===== src/rtl/alu_issue.sv =====
// RV32I ALU issue stage: decodes OP/OP-IMM/LUI/AUIPC into ALU/shifter controls behind one output register.
// Define ALU_ISSUE_SKID_EN to add a one-entry skid buffer that registers in_ready.
module alu_issue #(
  parameter int XLEN = 32
) (
  input  logic            clk,
  input  logic            resetn,
  input  logic            in_valid,
  output logic            in_ready,
  input  logic [31:0]     in_inst,
  input  logic [XLEN-1:0] in_pc,
  input  logic [XLEN-1:0] in_rs1,
  input  logic [XLEN-1:0] in_rs2,
  output logic            out_valid,
  input  logic            out_ready,
  output logic [XLEN-1:0] out_a,
  output logic [XLEN-1:0] out_b,
  output logic [2:0]      out_aluop,
  output logic            out_shift_sel,
  output logic [1:0]      out_shift_op,
  output logic [4:0]      out_rd,
  output logic            out_wen,
  output logic            out_illegal
);

  localparam logic [6:0] OPC_OP    = 7'b0110011;
  localparam logic [6:0] OPC_IMM   = 7'b0010011;
  localparam logic [6:0] OPC_LUI   = 7'b0110111;
  localparam logic [6:0] OPC_AUIPC = 7'b0010111;

  localparam logic [2:0] ALU_AND  = 3'b000;
  localparam logic [2:0] ALU_OR   = 3'b001;
  localparam logic [2:0] ALU_ADD  = 3'b010;
  localparam logic [2:0] ALU_SLTU = 3'b011;
  localparam logic [2:0] ALU_XOR  = 3'b100;
  localparam logic [2:0] ALU_SUB  = 3'b110;
  localparam logic [2:0] ALU_SLT  = 3'b111;

  localparam logic [1:0] SH_SLL = 2'b00;
  localparam logic [1:0] SH_SRL = 2'b01;
  localparam logic [1:0] SH_SRA = 2'b11;

  typedef struct packed {
    logic [XLEN-1:0] a;
    logic [XLEN-1:0] b;
    logic [2:0]      aluop;
    logic            shift_sel;
    logic [1:0]      shift_op;
    logic [4:0]      rd;
    logic            wen;
    logic            illegal;
  } issue_t;

  logic [6:0]      opcode;
  logic [2:0]      funct3;
  logic [6:0]      funct7;
  logic            is_op, f7_base, f7_alt, legal;
  logic [XLEN-1:0] imm_i, imm_u;
  issue_t          dec, out_q;
  logic            in_fire, out_fire;

  assign opcode  = in_inst[6:0];
  assign funct3  = in_inst[14:12];
  assign funct7  = in_inst[31:25];
  assign is_op   = (opcode == OPC_OP);
  assign f7_base = (funct7 == 7'b0000000);
  assign f7_alt  = (funct7 == 7'b0100000);
  assign imm_i   = {{20{in_inst[31]}}, in_inst[31:20]};
  assign imm_u   = {in_inst[31:12], 12'b0};

  // NOTE: every field gets a default before the case so no path through the decoder infers a latch.
  always_comb begin
    dec       = '0;
    dec.aluop = ALU_ADD;
    legal     = 1'b1;
    unique case (opcode)
      OPC_OP, OPC_IMM: begin
        dec.a = in_rs1;
        dec.b = is_op ? in_rs2 : imm_i;
        // OP-IMM non-shift ops carry immediate bits in funct7, so only OP constrains it.
        unique case (funct3)
          3'b000: begin
            dec.aluop = (is_op && f7_alt) ? ALU_SUB : ALU_ADD;
            legal     = !is_op || f7_base || f7_alt;
          end
          3'b001: begin
            dec.shift_sel = 1'b1;
            dec.shift_op  = SH_SLL;
            legal         = f7_base;
          end
          3'b010: begin dec.aluop = ALU_SLT;  legal = !is_op || f7_base; end
          3'b011: begin dec.aluop = ALU_SLTU; legal = !is_op || f7_base; end
          3'b100: begin dec.aluop = ALU_XOR;  legal = !is_op || f7_base; end
          3'b110: begin dec.aluop = ALU_OR;   legal = !is_op || f7_base; end
          3'b111: begin dec.aluop = ALU_AND;  legal = !is_op || f7_base; end
          3'b101: begin
            dec.shift_sel = 1'b1;
            dec.shift_op  = f7_alt ? SH_SRA : SH_SRL;
            legal         = f7_base || f7_alt;
          end
        endcase
      end
      OPC_LUI:   dec.b = imm_u;
      OPC_AUIPC: begin dec.a = in_pc; dec.b = imm_u; end
      default:   legal = 1'b0;
    endcase
    if (!legal) begin
      dec         = '0;
      dec.aluop   = ALU_ADD;
      dec.illegal = 1'b1;
    end
    dec.rd  = in_inst[11:7];
    dec.wen = legal && (in_inst[11:7] != 5'd0);
  end

  assign in_fire  = in_valid && in_ready;
  assign out_fire = out_valid && out_ready;

`ifdef ALU_ISSUE_SKID_EN
  issue_t skid_q;
  logic   skid_valid, skid_valid_nxt, skid_load, skid_drain, in_ready_q;

  assign skid_load      = in_fire && out_valid && !out_ready;
  assign skid_drain     = skid_valid && (!out_valid || out_ready);
  assign skid_valid_nxt = skid_load || (skid_valid && !skid_drain);
  assign in_ready       = in_ready_q && resetn;

  // NOTE: skid_q holds data only; skid_valid qualifies it, so its contents need no reset.
  always_ff @(posedge clk) begin
    if (skid_load) skid_q <= dec;
  end

  // NOTE: sequential state uses non-blocking assignments so every flop samples pre-edge values.
  always_ff @(posedge clk) begin
    if (!resetn) begin
      out_valid  <= 1'b0;
      out_q      <= '0;
      skid_valid <= 1'b0;
      in_ready_q <= 1'b0;
    end else begin
      skid_valid <= skid_valid_nxt;
      in_ready_q <= !skid_valid_nxt;
      if (skid_drain) begin
        out_q     <= skid_q;
        out_valid <= 1'b1;
      end else if (in_fire && !skid_load) begin
        out_q     <= dec;
        out_valid <= 1'b1;
      end else if (out_fire) begin
        out_valid <= 1'b0;
      end
    end
  end
`else
  assign in_ready = resetn && (!out_valid || out_ready);

  // NOTE: sequential state uses non-blocking assignments so every flop samples pre-edge values.
  always_ff @(posedge clk) begin
    if (!resetn) begin
      out_valid <= 1'b0;
      out_q     <= '0;
    end else if (in_fire) begin
      out_q     <= dec;
      out_valid <= 1'b1;
    end else if (out_fire) begin
      out_valid <= 1'b0;
    end
  end
`endif

  assign out_a         = out_q.a;
  assign out_b         = out_q.b;
  assign out_aluop     = out_q.aluop;
  assign out_shift_sel = out_q.shift_sel;
  assign out_shift_op  = out_q.shift_op;
  assign out_rd        = out_q.rd;
  assign out_wen       = out_q.wen;
  assign out_illegal   = out_q.illegal;

endmodule

===== config.mk =====
export PLATFORM = sky130hd
export DESIGN_NAME = alu_issue
export DESIGN_NICKNAME = d
export VERILOG_FILES = /design/src/rtl/alu_issue.sv
export SDC_FILE = /design/constraint.sdc
export NUM_CORES = 1
export LEC_CHECK = 0
export CORE_UTILIZATION = 33
export CTS_BUF_LIST = sky130_fd_sc_hd__clkbuf_16
export DETAILED_ROUTE_END_ITERATION = 10
export PLACE_DENSITY = 0.76
export SYNTH_ARGS = -nofsm -noshare
export SYNTH_HDL_FRONTEND = slang
export SYNTH_SLANG_ARGS = --single-unit

===== constraint.sdc =====
create_clock -name clk -period 1.62 [get_ports clk]
set_input_delay 0.324 -clock clk [delete_from_list [all_inputs] [get_ports clk]]
set_output_delay 0.324 -clock clk [all_outputs]
set_load 0.03 [all_outputs]

==> reports/results.ini <==
[synth]
syn_nets = 536
area_share_of_the_largest_cell_type_after_synthesis = 0.458
netlist_top_cells_count = sky130_fd_sc_hd__dfxtp_1 (78), sky130_fd_sc_hd__nand2_1 (66), sky130_fd_sc_hd__a21oi_1 (51)
most_frequently_used_cell_type_in_the_post_synthesis_netlist = sky130_fd_sc_hd__dfxtp_1
netlist_area_before_placement_um2 = 3410
synthesis.yosys.warnings = 0
yosys.area.top_type = sky130_fd_sc_hd__dfxtp_1
synth_cells = 404
synth-edff-count = 0
post_synthesis_area_per_instance_um2 = 8.44
ys_seq_elements = 78
asyncSetResetFlopFracSynth = 0
synth_sequential_area_ratio = 0.458
synth.lib_cells_used.distinct = 40
ys.flop_type = sky130_fd_sc_hd__dfxtp_1
main_area_contributors_after_synthesis = sky130_fd_sc_hd__dfxtp_1 (46%), sky130_fd_sc_hd__a21oi_1 (7.5%), sky130_fd_sc_hd__nand2_1 (7.3%), sky130_fd_sc_hd__nor2b_1 (6.6%), sky130_fd_sc_hd__o21ai_0 (5.0%)

[clock_network]
cts.root.buffer_cell = sky130_fd_sc_hd__clkbuf_16
clk_pin_slew_ps = 60
cts_buffer_depth = 2
cts_hold_buffers = 0
clkSinkCount = 78
max_h_tree_level = 3
clk_latency_ps = 330
tritoncts = yes
tritoncts.num_buffers = 9

[routing]
routed_via_density = 4.95
detailroute.via_count = 3892
final_antenna_net_count = 0
wirelength_um = 12500
detailedRoute.firstIterationViolations = 182
drt-wirelength-per-cell_um = 15.9
dr.pass1.iters = 5
remaining_drc_errors = 0

[floorplanning]
placementRows = 36
fp.dieW_um = 104
core_region_area_um2 = 9910
pin_count = 211
initial_utilization = 0.344
chipHeight_um = 104
die_area_um2 = 10700

[sta]
final_max_slew_viol_count = 0
grt_setup_unrepaired = true
fin_setup_tns_ps = 0
holdWs_ps = 310
fin_crit_ps = 1610
setup_violations = 0
report.final.hold_viol_count = 0
fin_skew_ps = 5.02
layout_setup_ws_ps = 7.18
slew_limit_headroom = 0.708
post-route-period-util = 0.996
max_slew.worst_pin.slew_ps = 437
max_freq_mhz = 620

[finish]
layout.core_utilization = 0.662
final_standard_cell_count_with_taps_included_and_fillers_excluded = 786
number_of_nets_in_the_finished_design = 780
drive_gt1_frac = 0.208
flow.area_growth_from_synthesis_pct = 92.5
antennaDiodeCount = 0

[setup_path]
crit_path_max_fanout = 8
critPathLaunchType = primary input
worst_ep_arrival_time_ps = 1820
critical_path_class = in -> reg
cp.required_ps = 1830
critical_path.endpoint_type = register

[placement]
placement.io_buffers = 210
place.detailed.hpwl_um = 8740
dp_worst_setup_slack_ps = -749
placed_cells_incl_taps = 755
gp_routability_congestion = 0.825

[pwr]
netSwitchingFraction = 0.211
power.combinational.fraction = 0.149
cellPowerDensity_nw_per_um2 = 814
p_int_mw = 4.21
switching_power_mw = 1.13
power.sequential.fraction = 0.365
reported_leakage_power_nw = 2.97
p_clk_frac = 0.486
vdd_ir_max_mv = 0.564

[global_routing]
grt_usage = 0.228
number_of_global_route_vias_before_repair = 3846
grt_overflow = 0
initial_antenna_violation_count = 0
grt_pass1_wl_um = 19600
largest_net_degree_at_the_start_of_global_routing = 46

[job]
maxCapViolations = 0

[status]
outcome = completed

[min_path]
min_path_type = in -> reg

[per-layer routing]
layer	wire length, µm	up-vias	part of all wire	GRT usage
li1	-	1898	-	-
met1	4950	1815	0.40	0.246
met2	6290	159	0.50	0.426
met3	1030	20	0.083	0.0699
met4	201	0	0.016	0.0642
met5	0	-	0	0
[power by group through the flow]
| stage | Sequential, mW | Combinational, mW | Clock, mW |
|---|---|---|---|
| 6_report | 1.95 | 0.795 | 2.60 |
| 5_1_grt | 1.95 | 0.848 | 2.74 |
| 4_1_cts | 1.95 | 0.786 | 2.63 |
| 3_5_place_dp | 1.99 | 0.764 | 0 |
| 3_3_place_gp | 1.99 | 0.753 | 0 |
| 2_1_floorplan | 2.03 | 0.227 | 0 |
[state kept, by name, summed over array words and instances, names as in the netlist]
| register | flops |
|---|---|
| out_a | 32 |
| out_aluop | 3 |
| out_b | 32 |
| out_illegal | 1 |
| out_rd | 5 |
| out_shift_op | 2 |
| out_shift_sel | 1 |
| out_valid | 1 |
| out_wen | 1 |
[layout by cell type (no fill, tap or decap), drive strengths merged, types with 2 or more instances in the layout]
master	n
clkdlybuf4s50	111
dlygate4sd2	84
dfxtp	78
o21ai	74
nand2	66
buf	65
a21oi	52
nor2b	36
a22oi	20
mux2i	14
clkbuf	11
bufinv	5
dlymetal6s2s	3
nor2	3
or4b	2
nor3	2
inv	2
nand2b	2
nand3	2
and3	2
a21boi	2
o31ai	2
[final timing paths]
| path | startpoint | to | slack (ps) | depth (start not counted) |
|---|---|---|---|---|
| setup / recovery | in_inst[14] | out_a[18] | 7 | 9 |
| hold / removal | in_inst[12] | out_aluop[2] | 310 | 3 |
| setup reg to reg | out_valid | out_b[21] | 90 | 7 |
| hold reg to reg | out_b[31] | out_b[31] | 440 | 2 |
[repair_timing]
action | in CTS | in global routing
endpoints found under the setup margin | 150 | 68
gates cloned | 5 | 1
gates resized for setup | 181 | 31
pin swaps | 28 | 11
buffers inserted | 12 | 0
[cell type report]
type,count,area (µm²)
fillers,835,3350
repair buffers,265,2580
multi-input cells,293,1860
flip-flops and latches,78,1560
clock buffers,9,225
well taps,133,166
clock inverters,7,161
inverters,1,3.75
[kinds of logic (layout without fill, tap and decap cells)]
| logic type | after synthesis | in the layout | share of synthesized area |
|---|---|---|---|
| buffers and inverters | 33 | 282 | 0.0470 |
| muxes | 14 | 14 | 0.0411 |
| AOI/OAI and AO/OA | 159 | 159 | 0.278 |
| xor gates and xnor gates | 1 | 1 | 0.00257 |
| DFF | 78 | 78 | 0.458 |
| and+or+nand+nor | 119 | 119 | 0.174 |
[stage by stage]
step	total power, mW	instance area (µm²)
2_1_floorplan	2.26	3440
3_3_place_gp	2.74	5920
3_5_place_dp	2.76	5920
4_1_cts	5.37	6540
5_1_grt	5.54	6560
6_report	5.34	6560
[critical path: stages]
cell and delay (ps):
sky130_fd_sc_hd__buf_8 100, sky130_fd_sc_hd__or4b_4 530, sky130_fd_sc_hd__a22oi_2 190, sky130_fd_sc_hd__buf_4 150, sky130_fd_sc_hd__a21oi_4 30, sky130_fd_sc_hd__o21bai_4 140
sky130_fd_sc_hd__buf_6 160, sky130_fd_sc_hd__buf_12 130, sky130_fd_sc_hd__o21ai_1 60
Power figures use the tool's default switching activity.
